$ cat src/rtl/clause_scan_engine_if.sv
// Handshake and memory-port bundle between the propagation controller, the clause
// memory and clause_scan_engine.
interface clause_scan_engine_if #(
  parameter int NUM_CLAUSES           = 64,
  parameter int VAR_ID_BITS           = 8,
  parameter int NUM_CLAUSES_PER_CYCLE = 16,
  parameter int NUM_VARS_PER_CLAUSE   = 3
) ();
  localparam int NUM_CHUNKS = NUM_CLAUSES / NUM_CLAUSES_PER_CYCLE;
  localparam int ADDR_BITS  = (NUM_CHUNKS > 1) ? $clog2(NUM_CHUNKS) : 1;
  localparam int IDX_BITS   = (NUM_CLAUSES > 1) ? $clog2(NUM_CLAUSES) : 1;
  localparam int LIT_BITS   = VAR_ID_BITS + 1;
  localparam int DATA_BITS  = LIT_BITS * NUM_VARS_PER_CLAUSE * NUM_CLAUSES_PER_CYCLE;

  logic                   start;
  logic                   clear;
  logic [VAR_ID_BITS-1:0] assign_var_id;
  logic                   assign_var_val;
  logic                   mem_rd_en;
  logic [ADDR_BITS-1:0]   mem_rd_addr;
  logic [DATA_BITS-1:0]   mem_rd_data;
  logic                   busy;
  logic                   done;
  logic                   conflict;
  logic [IDX_BITS-1:0]    conflict_idx;
  logic                   unit_found;
  logic [IDX_BITS-1:0]    unit_idx;
  logic [NUM_CLAUSES-1:0] clause_sat;

  modport slave (
    input  start, clear, assign_var_id, assign_var_val, mem_rd_data,
    output mem_rd_en, mem_rd_addr, busy, done, conflict, conflict_idx,
           unit_found, unit_idx, clause_sat
  );

  modport master (
    output start, clear, assign_var_id, assign_var_val, mem_rd_data,
    input  mem_rd_en, mem_rd_addr, busy, done, conflict, conflict_idx,
           unit_found, unit_idx, clause_sat
  );
endinterface

$ cat src/rtl/clause_scan_engine.sv
// Multi-cycle clause scanner: applies one variable assignment to every clause chunk,
// accumulates satisfied/falsified state, then reports lowest conflict and unit clauses.
module clause_scan_engine #(
  parameter int NUM_CLAUSES           = 64,
  parameter int VAR_ID_BITS           = 8,
  parameter int NUM_CLAUSES_PER_CYCLE = 16,
  parameter int NUM_VARS_PER_CLAUSE   = 3
) (
  input  logic               clk,
  input  logic               rst_n,
  clause_scan_engine_if.slave bus
);
  localparam int NCPC       = NUM_CLAUSES_PER_CYCLE;
  localparam int NVPC       = NUM_VARS_PER_CLAUSE;
  localparam int NUM_CHUNKS = NUM_CLAUSES / NCPC;
  localparam int ADDR_BITS  = (NUM_CHUNKS > 1) ? $clog2(NUM_CHUNKS) : 1;
  localparam int IDX_BITS   = (NUM_CLAUSES > 1) ? $clog2(NUM_CLAUSES) : 1;
  localparam int LIT_BITS   = VAR_ID_BITS + 1;
  localparam logic [ADDR_BITS-1:0] LAST_ADDR = ADDR_BITS'(NUM_CHUNKS - 1);

  typedef enum logic [1:0] {ST_IDLE, ST_SCAN, ST_DRAIN, ST_FINISH} state_e;

  state_e                 state_q, state_d;
  logic [ADDR_BITS-1:0]   addr_q, addr_d;
  logic                   rd_en_q, rd_en_d;
  logic                   busy_q, busy_d;
  logic                   done_q, done_d;
  logic [VAR_ID_BITS-1:0] var_id_q, var_id_d;
  logic                   var_val_q, var_val_d;
  logic                   rd_pending_q;
  logic [ADDR_BITS-1:0]   rd_addr_dly_q;
  logic                   conflict_q, conflict_d;
  logic [IDX_BITS-1:0]    conflict_idx_q, conflict_idx_d;
  logic                   unit_q, unit_d;
  logic [IDX_BITS-1:0]    unit_idx_q, unit_idx_d;
  logic                   clear_state;

  // Clause state, chunk-major so the flat view lines up with clause index addr*NCPC+s.
  logic [NUM_CHUNKS-1:0][NCPC-1:0]           sat_q, sat_d;
  logic [NUM_CHUNKS-1:0][NCPC-1:0][NVPC-1:0] fals_q, fals_d;
  logic [NUM_CLAUSES-1:0]                    sat_flat;
  logic [NUM_CLAUSES-1:0][NVPC-1:0]          fals_flat;

  logic                enc_conf_hit, enc_unit_hit;
  logic [IDX_BITS-1:0] enc_conf_idx, enc_unit_idx;

  assign sat_flat  = sat_q;
  assign fals_flat = fals_q;

  // NOTE: every variable gets a default before the case so no path can infer a latch.
  always_comb begin
    state_d        = state_q;
    addr_d         = addr_q;
    rd_en_d        = 1'b0;
    done_d         = 1'b0;
    var_id_d       = var_id_q;
    var_val_d      = var_val_q;
    conflict_d     = conflict_q;
    conflict_idx_d = conflict_idx_q;
    unit_d         = unit_q;
    unit_idx_d     = unit_idx_q;
    clear_state    = 1'b0;
    case (state_q)
      ST_IDLE: begin
        if (bus.clear) begin
          clear_state = 1'b1;
        end else if (bus.start) begin
          var_id_d  = bus.assign_var_id;
          var_val_d = bus.assign_var_val;
          addr_d    = '0;
          rd_en_d   = 1'b1;
          state_d   = ST_SCAN;
        end
      end
      ST_SCAN: begin
        if (addr_q == LAST_ADDR) begin
          state_d = ST_DRAIN;
        end else begin
          addr_d  = addr_q + ADDR_BITS'(1);
          rd_en_d = 1'b1;
        end
      end
      ST_DRAIN: state_d = ST_FINISH;
      ST_FINISH: begin
        state_d        = ST_IDLE;
        done_d         = 1'b1;
        conflict_d     = enc_conf_hit;
        conflict_idx_d = enc_conf_idx;
        unit_d         = enc_unit_hit;
        unit_idx_d     = enc_unit_idx;
      end
      default: state_d = ST_IDLE;
    endcase
    busy_d = (state_d != ST_IDLE);
  end

  // A chunk returned one cycle after its read updates the clauses at the delayed address.
  always_comb begin
    sat_d  = sat_q;
    fals_d = fals_q;
    if (clear_state) begin
      sat_d  = '0;
      fals_d = '0;
    end else if (rd_pending_q) begin
      for (int s = 0; s < NCPC; s++) begin
        for (int j = 0; j < NVPC; j++) begin
          if (bus.mem_rd_data[(s*NVPC+j)*LIT_BITS +: VAR_ID_BITS] == var_id_q) begin
            if (bus.mem_rd_data[(s*NVPC+j)*LIT_BITS + VAR_ID_BITS] == var_val_q)
              fals_d[rd_addr_dly_q][s][j] = 1'b1;
            else
              sat_d[rd_addr_dly_q][s] = 1'b1;
          end
        end
      end
    end
  end

  // Walk downward so the lowest matching index is the last one written.
  always_comb begin
    enc_conf_hit = 1'b0;
    enc_conf_idx = '0;
    enc_unit_hit = 1'b0;
    enc_unit_idx = '0;
    for (int i = NUM_CLAUSES - 1; i >= 0; i--) begin
      if (!sat_flat[i]) begin
        if (&fals_flat[i]) begin
          enc_conf_hit = 1'b1;
          enc_conf_idx = IDX_BITS'(i);
        end
        if ($countones(fals_flat[i]) == NVPC - 1) begin
          enc_unit_hit = 1'b1;
          enc_unit_idx = IDX_BITS'(i);
        end
      end
    end
  end

  // NOTE: state uses non-blocking assignments; clause state lives in flops, so the
  // asynchronous reset clears it along with the control registers.
  always_ff @(posedge clk or negedge rst_n) begin
    if (!rst_n) begin
      state_q        <= ST_IDLE;
      addr_q         <= '0;
      rd_en_q        <= 1'b0;
      busy_q         <= 1'b0;
      done_q         <= 1'b0;
      var_id_q       <= '0;
      var_val_q      <= 1'b0;
      rd_pending_q   <= 1'b0;
      rd_addr_dly_q  <= '0;
      conflict_q     <= 1'b0;
      conflict_idx_q <= '0;
      unit_q         <= 1'b0;
      unit_idx_q     <= '0;
      sat_q          <= '0;
      fals_q         <= '0;
    end else begin
      state_q        <= state_d;
      addr_q         <= addr_d;
      rd_en_q        <= rd_en_d;
      busy_q         <= busy_d;
      done_q         <= done_d;
      var_id_q       <= var_id_d;
      var_val_q      <= var_val_d;
      rd_pending_q   <= rd_en_q;
      rd_addr_dly_q  <= addr_q;
      conflict_q     <= conflict_d;
      conflict_idx_q <= conflict_idx_d;
      unit_q         <= unit_d;
      unit_idx_q     <= unit_idx_d;
      sat_q          <= sat_d;
      fals_q         <= fals_d;
    end
  end

  assign bus.mem_rd_en    = rd_en_q;
  assign bus.mem_rd_addr  = addr_q;
  assign bus.busy         = busy_q;
  assign bus.done         = done_q;
  assign bus.conflict     = conflict_q;
  assign bus.conflict_idx = conflict_idx_q;
  assign bus.unit_found   = unit_q;
  assign bus.unit_idx     = unit_idx_q;
  assign bus.clause_sat   = sat_flat;
endmodule
$ cat src/flat_wrapper.sv
// flat-port wrapper written by rule: the top's interface ports become plain ports
module clause_scan_engine_flat 
#(
  parameter int NUM_CLAUSES           = 64,
  parameter int VAR_ID_BITS           = 8,
  parameter int NUM_CLAUSES_PER_CYCLE = 16,
  parameter int NUM_VARS_PER_CLAUSE   = 3
)
  (clk, rst_n, bus_start, bus_clear, bus_assign_var_id, bus_assign_var_val, bus_mem_rd_data, bus_mem_rd_en, bus_mem_rd_addr, bus_busy, bus_done, bus_conflict, bus_conflict_idx, bus_unit_found, bus_unit_idx, bus_clause_sat);
  clause_scan_engine_if #(.NUM_CLAUSES(NUM_CLAUSES), .VAR_ID_BITS(VAR_ID_BITS), .NUM_CLAUSES_PER_CYCLE(NUM_CLAUSES_PER_CYCLE), .NUM_VARS_PER_CLAUSE(NUM_VARS_PER_CLAUSE)) bus_i ();
  input  logic clk;
  input  logic rst_n;
  input wire logic [$bits(bus_i.start)-1:0] bus_start;
  input wire logic [$bits(bus_i.clear)-1:0] bus_clear;
  input wire logic [$bits(bus_i.assign_var_id)-1:0] bus_assign_var_id;
  input wire logic [$bits(bus_i.assign_var_val)-1:0] bus_assign_var_val;
  input wire logic [$bits(bus_i.mem_rd_data)-1:0] bus_mem_rd_data;
  output wire logic [$bits(bus_i.mem_rd_en)-1:0] bus_mem_rd_en;
  output wire logic [$bits(bus_i.mem_rd_addr)-1:0] bus_mem_rd_addr;
  output wire logic [$bits(bus_i.busy)-1:0] bus_busy;
  output wire logic [$bits(bus_i.done)-1:0] bus_done;
  output wire logic [$bits(bus_i.conflict)-1:0] bus_conflict;
  output wire logic [$bits(bus_i.conflict_idx)-1:0] bus_conflict_idx;
  output wire logic [$bits(bus_i.unit_found)-1:0] bus_unit_found;
  output wire logic [$bits(bus_i.unit_idx)-1:0] bus_unit_idx;
  output wire logic [$bits(bus_i.clause_sat)-1:0] bus_clause_sat;
  assign bus_i.start = bus_start;
  assign bus_i.clear = bus_clear;
  assign bus_i.assign_var_id = bus_assign_var_id;
  assign bus_i.assign_var_val = bus_assign_var_val;
  assign bus_i.mem_rd_data = bus_mem_rd_data;
  assign bus_mem_rd_en = bus_i.mem_rd_en;
  assign bus_mem_rd_addr = bus_i.mem_rd_addr;
  assign bus_busy = bus_i.busy;
  assign bus_done = bus_i.done;
  assign bus_conflict = bus_i.conflict;
  assign bus_conflict_idx = bus_i.conflict_idx;
  assign bus_unit_found = bus_i.unit_found;
  assign bus_unit_idx = bus_i.unit_idx;
  assign bus_clause_sat = bus_i.clause_sat;
  clause_scan_engine #(.NUM_CLAUSES(NUM_CLAUSES), .VAR_ID_BITS(VAR_ID_BITS), .NUM_CLAUSES_PER_CYCLE(NUM_CLAUSES_PER_CYCLE), .NUM_VARS_PER_CLAUSE(NUM_VARS_PER_CLAUSE)) u_core (.clk(clk), .rst_n(rst_n), .bus(bus_i));
endmodule
$ cat config.mk
export PLATFORM = sky130hd
export DESIGN_NAME = clause_scan_engine_flat
export DESIGN_NICKNAME = d
export VERILOG_FILES = /design/src/rtl/clause_scan_engine_if.sv /design/src/rtl/clause_scan_engine.sv /design/src/flat_wrapper.sv
export SDC_FILE = /design/constraint.sdc
export NUM_CORES = 1
export LEC_CHECK = 0
export CAP_MARGIN = 20
export CORE_ASPECT_RATIO = 0.75
export CORE_UTILIZATION = 40
export DETAILED_ROUTE_END_ITERATION = 8
export GPL_ROUTABILITY_DRIVEN = 0
export PLACE_DENSITY = 0.76
export SYNTH_ARGS = -nofsm -noshare
export SYNTH_HDL_FRONTEND = slang
export SYNTH_SLANG_ARGS = --single-unit
$ cat constraint.sdc
create_clock -name clk -period 7.7 [get_ports clk]
set_input_delay 1.54 -clock clk [delete_from_list [all_inputs] [get_ports clk]]
set_output_delay 1.54 -clock clk [all_outputs]
set_load 0.02 [all_outputs]
**After elaboration in Yosys (flattened, before gate mapping)**

Cells that the tools add are included.

- Bitwise operators: 97
- $lt $le $gt $ge: 2
- Reductions and logical operators: 71
- Add/sub/neg operators: 129
- Multiplexer cells: 1039
- Eq/ne operators: 167

Operator list:

| operator | number |
|---|---|
| $mux W192 | 192 |
| $mux W64 | 192 |
| $or A192 B192 Y192 | 48 |
| $demux W48 S2 | 48 |
| $or A64 B64 Y64 | 48 |
| $add A32 B1 Y32 | 64 |
| $eq A32 B3 Y1 const B | 64 |
| $mux W6 | 258 |
| $demux W16 S2 | 16 |
| $eq A8 B8 Y1 | 48 |
| $mux W1 | 264 |
| $reduce_and A3 Y1 | 65 |
| $add A1 B1 Y2 | 64 |
| $eq A1 B1 Y1 | 48 |
| $mux W48 | 1 |
| $mux W47 | 1 |
| $mux W46 | 1 |
| $mux W45 | 1 |
| $mux W44 | 1 |
| $mux W43 | 1 |
| $mux W42 | 1 |
| $mux W41 | 1 |
| $mux W40 | 1 |
| $mux W39 | 1 |
| 50 further kinds | 76 |

- Input port bits: 445
- Word-level logic and storage cells: 1586
- Output and inout bits: 83
- Register bits: 289

**Longest topological paths before layout**

- Depth after elaboration: 244
- Depth in mapped cells: 10
- Depth with buffers taken out: 9

**Least setup slack after synthesis**

OpenSTA, ideal clock, no wires.

- Path type: input -> register
- Start: input bus_mem_rd_data[352]
- End: register u_core.fals_q (netlist bit u_core.fals_flat[183])
- Path slack: 4839 ps
- Path buffers: 0
- Data arrival time: 2796 ps
- Data required time: 7635 ps
- Setup time: 65 ps
- Cell stages on the path: 6
- Path through: xor2_1 nor4_2 nand2_1 or4_4 nor2_1 o21a_1

- Longest elaborated chain between the ends: 44

Ends and longest elaborated chain:

| item | RTL line | text |
|---|---|---|
| from (decl) | flat_wrapper.sv:17 | `input wire logic [$bits(bus_i.mem_rd_data)-1:0] bus_mem_rd_data;` |
| $eq A8 B8 Y1 * | clause_scan_engine.sv:107 | `if (bus.mem_rd_data[(s*NVPC+j)*LIT_BITS +: VAR_ID_BITS] == var_id_q) begin` |
| $mux W192 * | clause_scan_engine.sv:107 |  |
| $mux W192 * | clause_scan_engine.sv:104 | `end else if (rd_pending_q) begin` |
| $mux W192 * | clause_scan_engine.sv:101 | `if (clear_state) begin` |
| $or A192 B192 Y192 (no line) | n/a |  |
| $mux W192 | clause_scan_engine.sv:108 | `if (bus.mem_rd_data[(s*NVPC+j)*LIT_BITS + VAR_ID_BITS] == var_val_q)` |
| $mux W192 * | clause_scan_engine.sv:107 |  |
| $mux W192 * | clause_scan_engine.sv:104 |  |
| [28 not listed] | n/a |  |
| $mux W192 * | clause_scan_engine.sv:107 |  |
| $mux W192 * | clause_scan_engine.sv:104 |  |
| $mux W192 * | clause_scan_engine.sv:101 |  |
| $or A192 B192 Y192 (no line) | n/a |  |
| $mux W192 | clause_scan_engine.sv:108 |  |
| $mux W192 * | clause_scan_engine.sv:107 |  |
| $mux W192 * | clause_scan_engine.sv:104 |  |
| $mux W192 * | clause_scan_engine.sv:101 |  |
| to (signal assigned) | clause_scan_engine.sv:172 | `fals_q <= fals_d;` |
| to (decl) | clause_scan_engine.sv:40 | `logic [NUM_CHUNKS-1:0][NCPC-1:0][NVPC-1:0] fals_q, fals_d;` |

Mark *: on every way between the ends. The rest lies on a longest branch, timed or not. The select of a mux whose other input is x is not followed.
A chain may end at the register's enable or synchronous reset.

**Final worst setup path**

- Start: register u_core.sat_q (netlist bit u_core.bus.clause_sat[61])
- End: output bus_clause_sat[61]

RTL lines:

| item | RTL line | text |
|---|---|---|
| from (decl) | clause_scan_engine.sv:39 | `logic [NUM_CHUNKS-1:0][NCPC-1:0] sat_q, sat_d;` |
| from (signal assigned) | clause_scan_engine.sv:171 | `sat_q <= sat_d;` |
| to (decl) | flat_wrapper.sv:26 | `output wire logic [$bits(bus_i.clause_sat)-1:0] bus_clause_sat;` |

No word-level cell between the ends.

==> flow_summary_export.csv <==
group,metric,value,unit
worst_setup_path,setup.worst_path.start_class,"flip-flop",
clock_tree,cts.sinks,289,
worst_setup_path,worst_path_max_delay_cell,"clkdlybuf4s50_1",
synthesis,synthArstFlopShare,100,%
worst_setup_path,cpPeakStageDelay,770,ps
worst_setup_path,arrival,1870,ps
die,io_pins,528,
run,drv_cap,0,
sta,holdWs,379,ps
finish,fin_util,52.9,%
die,die_h,209,µm
grt,grt_pass1_wl,134000,µm
clock_tree,clock-root-buffer,"clkbuf_16",
worst_setup_path,critPathBufInv,1,
sta,skew,13.5,ps
grt,antenna_found_initial,7,
power_and_ir_drop,ir_drop,263,µV
sta,setup_slack,4290,ps
grt,track_usage,30.8,%
place,placed_area,0.0288,mm²
synthesis,ys_seq_elements,289,
grt,grt-ovfl-total,0,
route,first_pass_iters,7,
synthesis,yosysMostFrequentCell,"xnor2_1",
synthesis,synthTopCellsByCount,"xnor2_1, nor2_1, dfrtp_1",
route,drc,0,
sta,final.setup.tns,0,ps
die,core,0.0563,mm²
finish,area_growth,29.8,%
clock_tree,clkTransAtPathRegs,70,ps
clock_tree,post_cts_buffers,0,
sta,period_needed,3410,ps
synthesis,synth_edf_count,0,
place,dp_cells,3499,
clock_tree,ctsHoldBuffers,0,
route,drtIter0Drc,2293,
place,io_buffers,527,
route,wl_per_cell,25.6,µm
worst_setup_path,rr_worst_depth,8,
finish,fin_area,0.0298,mm²
power_and_ir_drop,p_leak,13.1,nW
worst_setup_path,critical_path.cell_chain,"clkdlybuf4s50_1",
synthesis,postSynthAreaPerCell,9.81,µm²
synthesis,yosysUniqueCellTypes,69,
finish,final_nets,3504,
place,place_ws,3880,ps
finish,final_cells,3556,
sta,fmax,0.293,GHz
synthesis,ys_seq_area_share,31.5,%
synthesis,postSynthCellCount,2339,
synthesis,ys.warnings.count,0,
worst_setup_path,cp.depth,1,
min_path,min_path_type,"flip-flop to flip-flop",
synthesis,synth_top_area_share,31.5,%
power_and_ir_drop,power_density,219,mW/mm²
clock_tree,clk_path_buf_depth,3,
sta,maxSlewViolCount,0,
die,start_util,40.8,%
sta,hold_viol_final,0,
synthesis,syn_area,0.0230,mm²
route,postRouteAntennaNets,0,
synthesis,synth_ff_type,"dfrtp_1",
route,num_vias,20933,
synthesis,synthTopCellsByArea,"dfrtp_1, xnor2_1, ha_1, o21a_1, fa_1",
synthesis,synth.net_count,3041,
route,viasPerCell,5.89,
clock_tree,insertion_delay,580,ps
worst_setup_path,cp.required,6160,ps
clock_tree,cts-resized-gates,0,
worst_setup_path,crit_family,"buffers and inverters",
clock_tree,cts-buffers-inserted,29,
grt,grt_pass1_vias,21168,
grt,grt_max_degree,251,
worst_setup_path,critPathCaptureType,"output pin",
sta,slew_headroom,15.1,%
run_status,status,"complete, no violations",
power_and_ir_drop,p_total,6.53,mW
synthesis,synth_largest_area_cell,"dfrtp_1",
finish,drive_above_1_share,3.82,%
min_path,min_path_cells,0,
worst_setup_path,cp_max_fo,5,
sta,min_period_over_period,44.3,%
die,die_area,0.0584,mm²
route,routed_wl,91200,µm
place,hpwlAfterDp,73500,µm
sta,tightest_slew,1270,ps
sta,setup_violations,0,
clock_tree,cts_tree,"yes",
worst_setup_path,crit_type,"flip-flop to output pin",
die,dieWidth,279,µm
die,row_count,75,
sta,rsz0062_at_grt,"no",
clock_tree,htree_levels,1,
## per-layer routing
layer | part of all wire [%] | track usage, %
met1 | 40 | 40.0
met3 | 9.2 | 6.65
met2 | 46 | 50.3
met5 | 0.057 | 0
met4 | 4.4 | 11.7
## where the power goes
| group | internal [mW] | switching (mW) |
|---|---|---|
| combinational | 1.27 | 1.82 |
| clock | 0.878 | 0.647 |
| sequential | 1.61 | 0.301 |
## cell type report
type	count	area (µm²)
clock buffer	39	813
multi-input combinational	1914	15100
clock inverter	14	193
tap	731	915
inverter	17	63.8
antenna	1	2.50
timing repair buffer	551	5480
fill	4967	26500
sequential	289	7250
## logic make-up after synthesis
kind of cell	Yosys count	share of synthesized area [%]
XOR/XNOR	404	15.4
AND/OR/NAND/NOR	830	20.5
flip-flops	289	31.5
AO/OA/AOI/OAI	414	13.2
multiplexers	9	0.442
adder cells (fa/ha/maj)	257	16.1
buffers and inverters	136	2.94
## sequential cells by signal, indices dropped and copies added (netlist names), 2 cells and up
name and flops:
u_core.bus.clause_sat 64, u_core.bus.conflict_idx 6, u_core.bus.mem_rd_addr 2, u_core.bus.unit_idx 6, u_core.fals_flat 192, u_core.rd_addr_dly_q 2
u_core.state_q 2, u_core.var_id_q 8
## final timing paths
| kind | start | to | slack [ps] |
|---|---|---|---|
| max | u_core.bus.clause_sat[61] | bus_clause_sat[61] | 4290 |
| min | u_core.bus.mem_rd_en | u_core.rd_pending_q | 380 |
| max reg2reg | u_core.fals_flat[96] | u_core.bus.unit_idx[1] | 4400 |
| min reg2reg | u_core.bus.mem_rd_en | u_core.rd_pending_q | 380 |
| max in group asynchronous | rst_n | u_core.var_id_q[0] | 4990 |
| min in group asynchronous | rst_n | u_core.fals_flat[177] | 1030 |
## cell usage in the layout, fill, tap and decap left out, types with 29 or more instances in the layout
cell,count
nand4_1,107
xnor2_1,392
clkbuf_16,29
o21ai_0,47
nor2_1,321
o21a_1,187
clkdlybuf4s50_1,526
nand3b_1,58
a22o_1,58
ha_1,193
nor4b_1,42
nor2b_1,37
nand3_1,34
nand2_1,56
fa_1,64
dfrtp_1,280
or4b_1,56
No activity file was read; power rests on OpenSTA's default activity.
